File: src/rtl/wb_queue.sv
// wb_queue: regfile writeback merger with MDU result buffer and forwarding; optional lookup enabled by WBQ_FWD_EN
module wb_queue #(
  parameter int DEPTH = 4
) (
  input  logic        clk,
  input  logic        rst,
  input  logic        pipe_we,
  input  logic [4:0]  pipe_waddr,
  input  logic [31:0] pipe_wdata,
  input  logic        mdu_valid,
  input  logic [4:0]  mdu_waddr,
  input  logic [31:0] mdu_wdata,
  output logic        mdu_ready,
  output logic        we,
  output logic [4:0]  waddr,
  output logic [31:0] wdata,
  input  logic [4:0]  raddr1,
  input  logic [4:0]  raddr2,
  output logic        fwd_hit1,
  output logic        fwd_hit2,
  output logic [31:0] fwd_data1,
  output logic [31:0] fwd_data2
);
  localparam int AW = $clog2(DEPTH);
  logic [4:0]    q_addr [DEPTH];
  logic [31:0]   q_data [DEPTH];
  logic [DEPTH-1:0] q_live;
  logic [AW-1:0] rd_ptr, wr_ptr;
  logic [AW:0]   count;
  logic          pipe_ok, head_live, deq, enq;
  assign pipe_ok   = pipe_we && pipe_waddr != 5'd0;
  assign head_live = q_live[rd_ptr];
  assign mdu_ready = count < (AW+1)'(DEPTH);
  // dead heads need no output slot, so they retire even under a pipeline write
  assign deq       = count != '0 && (!head_live || !pipe_ok);
  assign enq       = mdu_valid && mdu_ready && mdu_waddr != 5'd0;
  // queue control: cancel matching entries, then the same-edge MDU entry lands live
  always_ff @(posedge clk or negedge rst)
    if (!rst) begin
      q_live <= '0;
      rd_ptr <= '0;
      wr_ptr <= '0;
      count  <= '0;
    end else begin
      for (int i = 0; i < DEPTH; i++)
        if (pipe_ok && q_addr[i] == pipe_waddr) q_live[i] <= 1'b0;
      if (deq) rd_ptr <= rd_ptr + AW'(1);
      if (enq) begin
        q_live[wr_ptr] <= 1'b1;
        wr_ptr         <= wr_ptr + AW'(1);
      end
      count <= count + (AW+1)'(enq) - (AW+1)'(deq);
    end
  // payload storage needs no reset; only entries covered by count are ever read
  always_ff @(posedge clk)
    if (enq) begin
      q_addr[wr_ptr] <= mdu_waddr;
      q_data[wr_ptr] <= mdu_wdata;
    end
  // regfile write register: pipeline first, then a live FIFO head, else idle with held address/data
  always_ff @(posedge clk or negedge rst)
    if (!rst) begin
      we    <= 1'b0;
      waddr <= '0;
      wdata <= '0;
    end else if (pipe_ok) begin
      we    <= 1'b1;
      waddr <= pipe_waddr;
      wdata <= pipe_wdata;
    end else if (deq && head_live) begin
      we    <= 1'b1;
      waddr <= q_addr[rd_ptr];
      wdata <= q_data[rd_ptr];
    end else
      we <= 1'b0;
`ifdef WBQ_FWD_EN
  logic [AW-1:0] idx;
  // lookup: output register first, then FIFO oldest-to-youngest so the youngest live match wins
  always_comb begin
    fwd_hit1  = we && raddr1 != 5'd0 && waddr == raddr1;
    fwd_data1 = fwd_hit1 ? wdata : 32'd0;
    fwd_hit2  = we && raddr2 != 5'd0 && waddr == raddr2;
    fwd_data2 = fwd_hit2 ? wdata : 32'd0;
    idx       = '0;
    for (int i = 0; i < DEPTH; i++) begin
      idx = rd_ptr + AW'(i);
      if ((AW+1)'(i) < count && q_live[idx] && raddr1 != 5'd0 && q_addr[idx] == raddr1) begin
        fwd_hit1  = 1'b1;
        fwd_data1 = q_data[idx];
      end
      if ((AW+1)'(i) < count && q_live[idx] && raddr2 != 5'd0 && q_addr[idx] == raddr2) begin
        fwd_hit2  = 1'b1;
        fwd_data2 = q_data[idx];
      end
    end
  end
`else
  logic fwd_unused;
  assign fwd_unused = ^{raddr1, raddr2};
  assign fwd_hit1   = 1'b0;
  assign fwd_hit2   = 1'b0;
  assign fwd_data1  = 32'd0;
  assign fwd_data2  = 32'd0;
`endif
endmodule

File: config.mk
export PLATFORM = sky130hd
export DESIGN_NAME = wb_queue
export DESIGN_NICKNAME = d
export VERILOG_FILES = /design/src/rtl/wb_queue.sv
export SDC_FILE = /design/constraint.sdc
export NUM_CORES = 1
export LEC_CHECK = 0
export CORE_ASPECT_RATIO = 0.75
export CORE_MARGIN = 4
export CORE_UTILIZATION = 55
export CTS_CLUSTER_DIAMETER = 100
export DETAILED_ROUTE_END_ITERATION = 8
export MAX_ROUTING_LAYER = met4
export PLACE_DENSITY = 0.86
export SETUP_SLACK_MARGIN = 0.2
export SYNTH_ARGS = -nofsm -noshare
export SYNTH_HDL_FRONTEND = slang
export SYNTH_SLANG_ARGS = --single-unit
File: constraint.sdc
create_clock -name clk -period 6.77 [get_ports clk]
set_input_delay 1.354 -clock clk [delete_from_list [all_inputs] [get_ports clk]]
set_output_delay 1.354 -clock clk [all_outputs]
set_load 0.01 [all_outputs]
==> flow_summary.ini, run 1 <==
[floorplanning]
die_h_um = 116
die_w_um = 153
core_area_sq_um = 15300
pin_count = 193
die-area_sq_um = 17800
num_rows = 39
initial_core_util = 0.563

[sta]
setup_viol = 0
worst_slew_pin_slew_ps = 1080
period_share = 0.564
rsz0062_at_grt = no
finalHoldViolations = 0
timing.fmax_ghz = 0.262
report.final.slew_viol_count = 0
timing.final.ws_setup_ps = 2950
fin_setup_tns_ps = 0
post-route-min-period_ps = 3820
slew_headroom = 0.281
finClkSkew_ps = 12.0

[layout]
final_common_cell = edfxtp_1
n_antenna_cell = 0
layout-drive-gt1-share = 0.235
area_growth_pct = 18.7
fin_nets = 681
stdcell_area_sq_um = 10200
final_cell_mix = 148 x edfxtp_1, 115 x clkdlybuf4s50_1, 66 x conb_1

[cts]
htree_levels = 4
post_cts_resized = 0
cts_hold_buf = 0
clockBufferDepth = 2
cts_sinks = 197
cts.clk_slew.worst_paths_ps = 60
cts_tree = yes
cts_setup_buffers = 0
insertion_delay_ps = 430
root_buffer = clkbuf_16
cts_made_buffers = 17

[power_and_ir_drop]
clockPowerShare = 0.234
p_switching_mw = 1.16
pwr-share-seq = 0.429
powerDensity_nw_per_um2 = 401
swShare = 0.281
internal_power_mw = 2.95
irDropWorstVdd_uv = 238
power_frac_comb = 0.337
p_leak_nw = 3.77

[placed_design]
post-place-ws_ps = 2530
hpwl_um = 10100
place.gp.congestion = 0.870
postPlaceCellArea_sq_um = 9680
io_buffers = 116

[logic_synthesis]
ys_seq_area_frac = 0.657
ys_ff_latch = 197
yosysWarnings = 0
netlist_instances = 470
synthesis.area_sq_um = 8620
ys_types = 31
avgSynthCellArea_sq_um = 18.4

[route]
drt-total-wl_um = 16000
wire_per_inst_um = 19.9
drcViolationCount = 0
drtPass1Iterations = 4
viasPerCell = 5.24
drt_iter0_markers = 298
final_antenna_net_count = 0
vias = 4216

[global_routing]
antenna_found_initial = 0
grt_pass1_vias = 4417
grt_pass1_wl_um = 24900
grt_overflow = 0
grt_start_max_net_pins = 50
grt_usage = 0.192

[worst_setup_path]
max_stage_delay_ps = 620
cp-start-kind = primary input
arrival_ps = 4160
r2r-start = rd_ptr[1]
required_ps = 7120
worst_path_max_delay_cell = or4_4
crit_path_end_kind = register
critPathLaunch = pipe_waddr[3]
worst-path-max-fanout = 6
crit_chain = clkdlybuf4s50_1 > or4_4 > o211ai_1 > and2_1 > ha_1 > inv_1 > ha_1 > inv_1 > fa_1 > xnor2_1 > xnor2_1
critPathKind = in -> reg

[run]
cap_viol_max_count = 0

[outcome]
outcome = finished clean

[worst_hold_path]
min-delay-start = count[2]
hp-class = reg -> reg
## state kept, by name (all words and copies together), names as in the netlist, 2 cells and up
signal	cells
count	3
q_addr	20
q_data	128
q_live	4
rd_ptr	2
waddr	5
wdata	32
wr_ptr	2
## synthesized netlist by cell type, drive strengths merged
| cell type | number | area [sq um] |
|---|---|---|
| and2 | 5 | 31.3 |
| edfxtp | 148 | 4440 |
| mux2i | 4 | 40.0 |
| conb | 1 | 3.75 |
| o41ai | 4 | 35.0 |
| inv | 7 | 26.3 |
| xnor2 | 16 | 140 |
| nand3 | 6 | 30.0 |
| o311a | 1 | 10.0 |
| nand2b | 4 | 25.0 |
| ha | 6 | 75.1 |
| or3 | 2 | 12.5 |
| xor2 | 9 | 78.8 |
| nor2 | 4 | 15.0 |
| o21ai | 2 | 13.8 |
| fa | 1 | 20.0 |
| dfrtp | 49 | 1230 |
| clkbuf | 5 | 18.8 |
| or4 | 1 | 11.3 |
| mux4 | 38 | 856 |
| buf | 82 | 621 |
| nand2 | 5 | 26.3 |
| mux2 | 64 | 830 |
| a21oi | 4 | 20.0 |
| o211ai | 2 | 15.0 |
## power groups by stage
stage | clock network, mW | registers [mW] | logic, mW
after floorplan | 0 | 1.76 | 0.945
after global placement | 0 | 1.76 | 1.36
after detailed placement | 0 | 1.79 | 1.39
after CTS | 0.976 | 1.77 | 1.40
after global routing | 1.04 | 1.80 | 1.49
final | 0.960 | 1.76 | 1.38
## kinds of logic after synthesis
kind of cell             Yosys count  share of synthesized area
AO/OA/AOI/OAI                     13                     0.0109
flip-flops                       197                      0.657
buffers and inverters             94                     0.0772
AND/OR/NAND/NOR                   27                     0.0176
adder cells (fa/ha/maj)            7                     0.0110
multiplexers                     106                      0.200
XOR/XNOR                          25                     0.0254
other                              1                   0.000435
## area by class of cell
type,instances,area [sq um]
Inverter,7,26.3
Clock inverter,11,109
Timing Repair Buffer,119,1180
Fill cell,1003,5080
Clock buffer,21,450
Sequential cell,197,5670
Tap cell,205,256
Multi-Input combinational cell,244,2540
## worst max-delay path: cells and delay by family
| kind | cells | cell delay (ps) |
|---|---|---|
| AO/OA/AOI/OAI | 1 | 240 |
| XOR/XNOR | 2 | 340 |
| adder cells (fa/ha/maj) | 3 | 740 |
| buffers and inverters | 3 | 660 |
| AND/OR/NAND/NOR | 2 | 830 |
## per-stage QoR
stage                     std cells  hold slack, ps  utilization  power (mW)
after CTS                       804             509        0.668        4.15
final                           804             507        0.668        4.10
after global routing            804             525        0.668        4.32
after global placement          772             483        0.632        3.12
after floorplan                 535             460            -        2.71
after detailed placement        772             495        0.632        3.18
## worst paths after layout
check                             to  slack, ps  cells after the start
setup / recovery            count[2]       2950                     11
hold / removal              count[2]        510                      1
setup reg to reg            count[2]       3690                     10
hold reg to reg             count[2]        510                      1
max in group asynchronous  rd_ptr[1]       5220                      2
min in group asynchronous  wr_ptr[0]       1050                      2
## per-layer routing
metal	track usage	wire [um]	up-vias
li1	-	-	1878
met1	0.248	6820	2148
met2	0.305	7920	173
met3	0.0519	1050	17
met4	0.0564	183	0
met5	-	0	-
(Power assumes the default switching activity.)
==> run 2: changes to the inputs <==
Settings changed: CORE_UTILIZATION 55 to 51, PLACE_DENSITY 0.86 to 0.81.
Clock period 6.77 ns to 3.7 ns, I/O delays scaled along.
==> run 2 against run 1 <==
Against the previous run: sequential share of layout area fell by 0.52 points; hold slack got worse by 220 ps; first-iteration DRC count fell by 11%; worst setup slack got worse by 2300 ps; clock-buffer cell count fell by 1; final cell count rose by 1.5%; critical endpoint unchanged; largest cell class unchanged; largest power group unchanged.
==> flow_summary.ini, run 2 (synthesized netlist as in run 1, its figures left out) <==
[outcome]
outcome = finished clean

[layout]
largest_reg_flops = 128
final_cell_mix = 148 x edfxtp_1, 115 x clkdlybuf4s50_1, 66 x conb_1
n_antenna_cell = 0
final_common_cell = edfxtp_1
area_growth_pct = 19.8
fin_nets = 688
reg_top3 = q_data: 128 flops, wdata: 32 flops, q_addr: 20 flops
stdcell_area_sq_um = 10300
fillers = 1136
layout-drive-gt1-share = 0.251
top_register = q_data

[cts]
cts_hold_buf = 0
cts_tree = yes
cts_setup_buffers = 0
cts_sinks = 197
post_cts_resized = 0
clockBufferDepth = 2
cts.clk_slew.worst_paths_ps = 70
cts_made_buffers = 17
root_buffer = clkbuf_16
insertion_delay_ps = 420
htree_levels = 4

[global_routing]
grt_overflow = 0
grt_start_max_net_pins = 40
grtUsageMet1 = 0.232
antenna_found_initial = 0
globalRouteMet3Util = 0.0415
busiest_layer = met2
grt_use_met2 = 0.285
grt_pass1_wl_um = 24800
grt_usage = 0.178
grt_pass1_vias = 4477

[placed_design]
post-place-ws_ps = 253
postPlaceCellArea_sq_um = 9740
place.gp.congestion = 0.868
hpwl_um = 10100
io_buffers = 116

[route]
wire_per_inst_um = 19.5
final_antenna_net_count = 0
drt_iter0_markers = 265
vias = 4220
drtPass1Iterations = 4
drcViolationCount = 0
viasPerCell = 5.17
drt-total-wl_um = 15900

[sta]
slew_headroom = 0.275
post-route-min-period_ps = 3020
period_share = 0.815
fin_setup_tns_ps = 0
report.final.slew_viol_count = 0
worst_slew_pin_slew_ps = 1090
timing.fmax_ghz = 0.332
timing.final.ws_setup_ps = 684
finClkSkew_ps = 7.95
rsz0062_at_grt = no
setup_viol = 0
finalHoldViolations = 0

[worst_setup_path]
crit_chain = clkdlybuf4s50_1 > or4_4 > o211ai_1 > and2_1 > ha_1 > inv_1 > ha_1 > inv_1 > fa_1 > xnor2_1 > xnor2_1
worst-path-max-fanout = 2
worst_path_max_delay_cell = or4_4
critPathKind = in -> reg
crit_path_end_kind = register
critPathLaunch = pipe_waddr[3]
r2r-start = rd_ptr[0]
cp-start-kind = primary input
required_ps = 4040
max_stage_delay_ps = 560
arrival_ps = 3360

[floorplanning]
initial_core_util = 0.529
core_area_sq_um = 16300
die_w_um = 158
die_h_um = 121
die-area_sq_um = 19100
pin_count = 193
num_rows = 40

[run]
cap_viol_max_count = 0

[worst_hold_path]
hp-class = in -> async

[power_and_ir_drop]
irDropWorstVdd_uv = 314
powerDensity_nw_per_um2 = 737
p_leak_nw = 3.82
## run 2: metal layers
metal,vias up,share of wire
li1,1893,-
met1,2154,0.42
met2,158,0.50
met3,15,0.060
met4,0,0.012
met5,-,0
## run 2: path summary, 6_finish.rpt
kind | slack [ps] | endpoint | depth (start not counted)
hold reg to reg | 510 | count[0] | 1
setup reg to reg | 1200 | count[2] | 10
hold / removal | 290 | wdata[31] | 1
max in group asynchronous | 2580 | rd_ptr[0] | 2
setup / recovery | 680 | count[2] | 11
min in group clk | 510 | count[0] | 1
## run 2: per-stage QoR
stage / util / hold WS (ps) / total power [mW] / cells
3_5_place_dp: 0.597 / 493 / 5.84 / 784
3_3_place_gp: 0.597 / 480 / 5.74 / 784
5_1_grt: 0.634 / 307 / 8.02 / 816
2_1_floorplan: - / 444 / 4.95 / 535
6_report: 0.634 / 288 / 7.61 / 816
4_1_cts: 0.634 / 290 / 7.72 / 816
## run 2: critical path: cells and delay by family
kind / cells / cell delay (ps)
AOI/OAI and AO/OA: 1 / 210
adders and majority gates: 3 / 750
buffers and inverters: 3 / 520
and+or+nand+nor: 2 / 780
xor gates and xnor gates: 2 / 340
## run 2: report_power, final
group | switching (mW) | internal (mW) | total [mW] | leakage, nW
clock network | 0.777 | 1.08 | 1.86 | 0.291
registers | 0.222 | 2.91 | 3.13 | 1.90
logic | 1.13 | 1.49 | 2.62 | 1.62
total | 2.13 | 5.48 | 7.61 | 3.82
## run 2: cell type report
type,count,area [sq um],share of cell area
tap,210,263,0.0254
inverter,7,26.3,0.00254
sequential,197,5670,0.549
timing repair buffer,126,1230,0.119
clock inverter,12,151,0.0146
clock buffer,20,447,0.0432
multi-input combinational,244,2540,0.246
==> run 3: changes to the inputs <==
Clock period 3.7 ns to 3.05 ns, I/O delays scaled along.
==> run 3 against run 2 <==
Against the previous run: sequential power is 21% higher; flip-flop and latch count stayed put; utilization is 1.0 points higher; clock skew is 4.4 ps higher; total power is 23% higher; sequential share of layout area is 0.85 points lower; critical path type unchanged.
==> flow_summary.ini, run 3 (synthesized netlist as in run 1, its figures left out) <==
[cts]
insertion_delay_ps = 420
clockBufferDepth = 2
cts_made_buffers = 17
cts_sinks = 197
root_buffer = clkbuf_16
htree_levels = 4
cts_tree = yes
cts.clk_slew.worst_paths_ps = 60
cts_hold_buf = 0

[run]
cap_viol_max_count = 0

[floorplanning]
pin_count = 193
die_w_um = 158
initial_core_util = 0.529
die_h_um = 121
die-area_sq_um = 19100
num_rows = 40
core_area_sq_um = 16300

[outcome]
outcome = finished clean

[global_routing]
grt_start_max_net_pins = 40
grt_usage = 0.180
grt_pass1_wl_um = 24900
antenna_found_initial = 0
grt_overflow = 0
grt_pass1_vias = 4639

[worst_setup_path]
arrival_ps = 3140
critPathLaunch = pipe_waddr[3]
cp-start-kind = primary input
rrSetupSlack_ps = 580
worst-path-max-fanout = 2
r2r-start = rd_ptr[0]
crit_path_end_kind = register
critPathKind = in -> reg
required_ps = 3360

[route]
drtPass1Iterations = 4
drcViolationCount = 0
viasPerCell = 5.16
drt_iter0_markers = 229
wire_per_inst_um = 19.6
final_antenna_net_count = 0
vias = 4300
drt-total-wl_um = 16300

[layout]
stdcell_area_sq_um = 10500
fin_nets = 705
area_growth_pct = 21.7
top_register = q_data
final_common_cell = edfxtp_1
largest_reg_flops = 128
final_cell_mix = 148 x edfxtp_1, 115 x clkdlybuf4s50_1, 66 x conb_1
n_antenna_cell = 0
regArea_sq_um = 5670
fillers = 1099
multi_input_area_sq_um = 2560
reg_top3 = q_data: 128 flops, wdata: 32 flops, q_addr: 20 flops
layout-drive-gt1-share = 0.268

[power_and_ir_drop]
powerDensity_nw_per_um2 = 892
p_leak_nw = 3.92
power_mw = 9.36
irDropWorstVdd_uv = 480

[sta]
rsz0062_at_grt = no
report.final.slew_viol_count = 0
slew_headroom = 0.412
timing.fmax_ghz = 0.353
period_share = 0.928
setup_viol = 0
finalHoldViolations = 0
worst_slew_pin_slew_ps = 881
post-route-min-period_ps = 2830
finClkSkew_ps = 12.4

[worst_hold_path]
hp-class = in -> async

[placed_design]
hpwl_um = 11000
io_buffers = 116
place.gp.congestion = 0.879
postPlaceCellArea_sq_um = 9880
==> run 3: repair_timing <==
| action | CTS | global route |
|---|---|---|
| setup buffers | 0 | 1 |
| resized for setup | 0 | 3 |
| setup endpoints to repair | 0 | 1 |
==> run 3: report_power, final <==
| group | switching, mW | internal, mW |
|---|---|---|
| clock | 0.908 | 1.36 |
| combinational | 1.42 | 1.89 |
| sequential | 0.268 | 3.52 |
| total | 2.60 | 6.76 |
==> run 3: metrics by stage <==
| stage | cells | util | hold slack (ps) | TNS, ps | worst slack [ps] |
|---|---|---|---|---|---|
| floorplan | 535 | - | 314 | 0 | 228 |
| global placement | 800 | 0.606 | 480 | -168 | -152 |
| detailed placement | 800 | 0.606 | 489 | -303 | -240 |
| CTS | 832 | 0.642 | 315 | 0 | 210 |
| global route | 833 | 0.643 | 340 | 0 | 145 |
| finish | 833 | 0.643 | 306 | 0 | 219 |
==> run 3: final cells by class <==
class | count | area share
repair buffers | 143 | 0.132
clock inverters | 13 | 0.0155
inverters | 7 | 0.00250
flip-flops and latches | 197 | 0.540
clock buffers | 19 | 0.0412
well taps | 210 | 0.0250
multi-input cells | 244 | 0.244
==> run 3: path summary, 6_finish.rpt <==
path | to | depth (start not counted)
max in group asynchronous | wdata[3] | 2
setup / recovery | count[2] | 11
min in group clk | count[0] | 1
hold reg to reg | count[0] | 1
hold / removal | wdata[22] | 1
setup reg to reg | count[2] | 10
==> run 3: critical path, stage by stage <==
cell and delay [ps]:
clkdlybuf4s50_1 430, or4_4 540, o211ai_1 230, and2_4 190, ha_1 230, inv_1 60, ha_1 140, inv_1 60
fa_2 370, xnor2_2 150, xnor2_1 130
==> run 3: routing by layer <==
layer  GRT usage  part of all wire
met2       0.294              0.51
met3      0.0537             0.069
met5           -                 0
met1       0.221              0.41
met4      0.0458             0.011
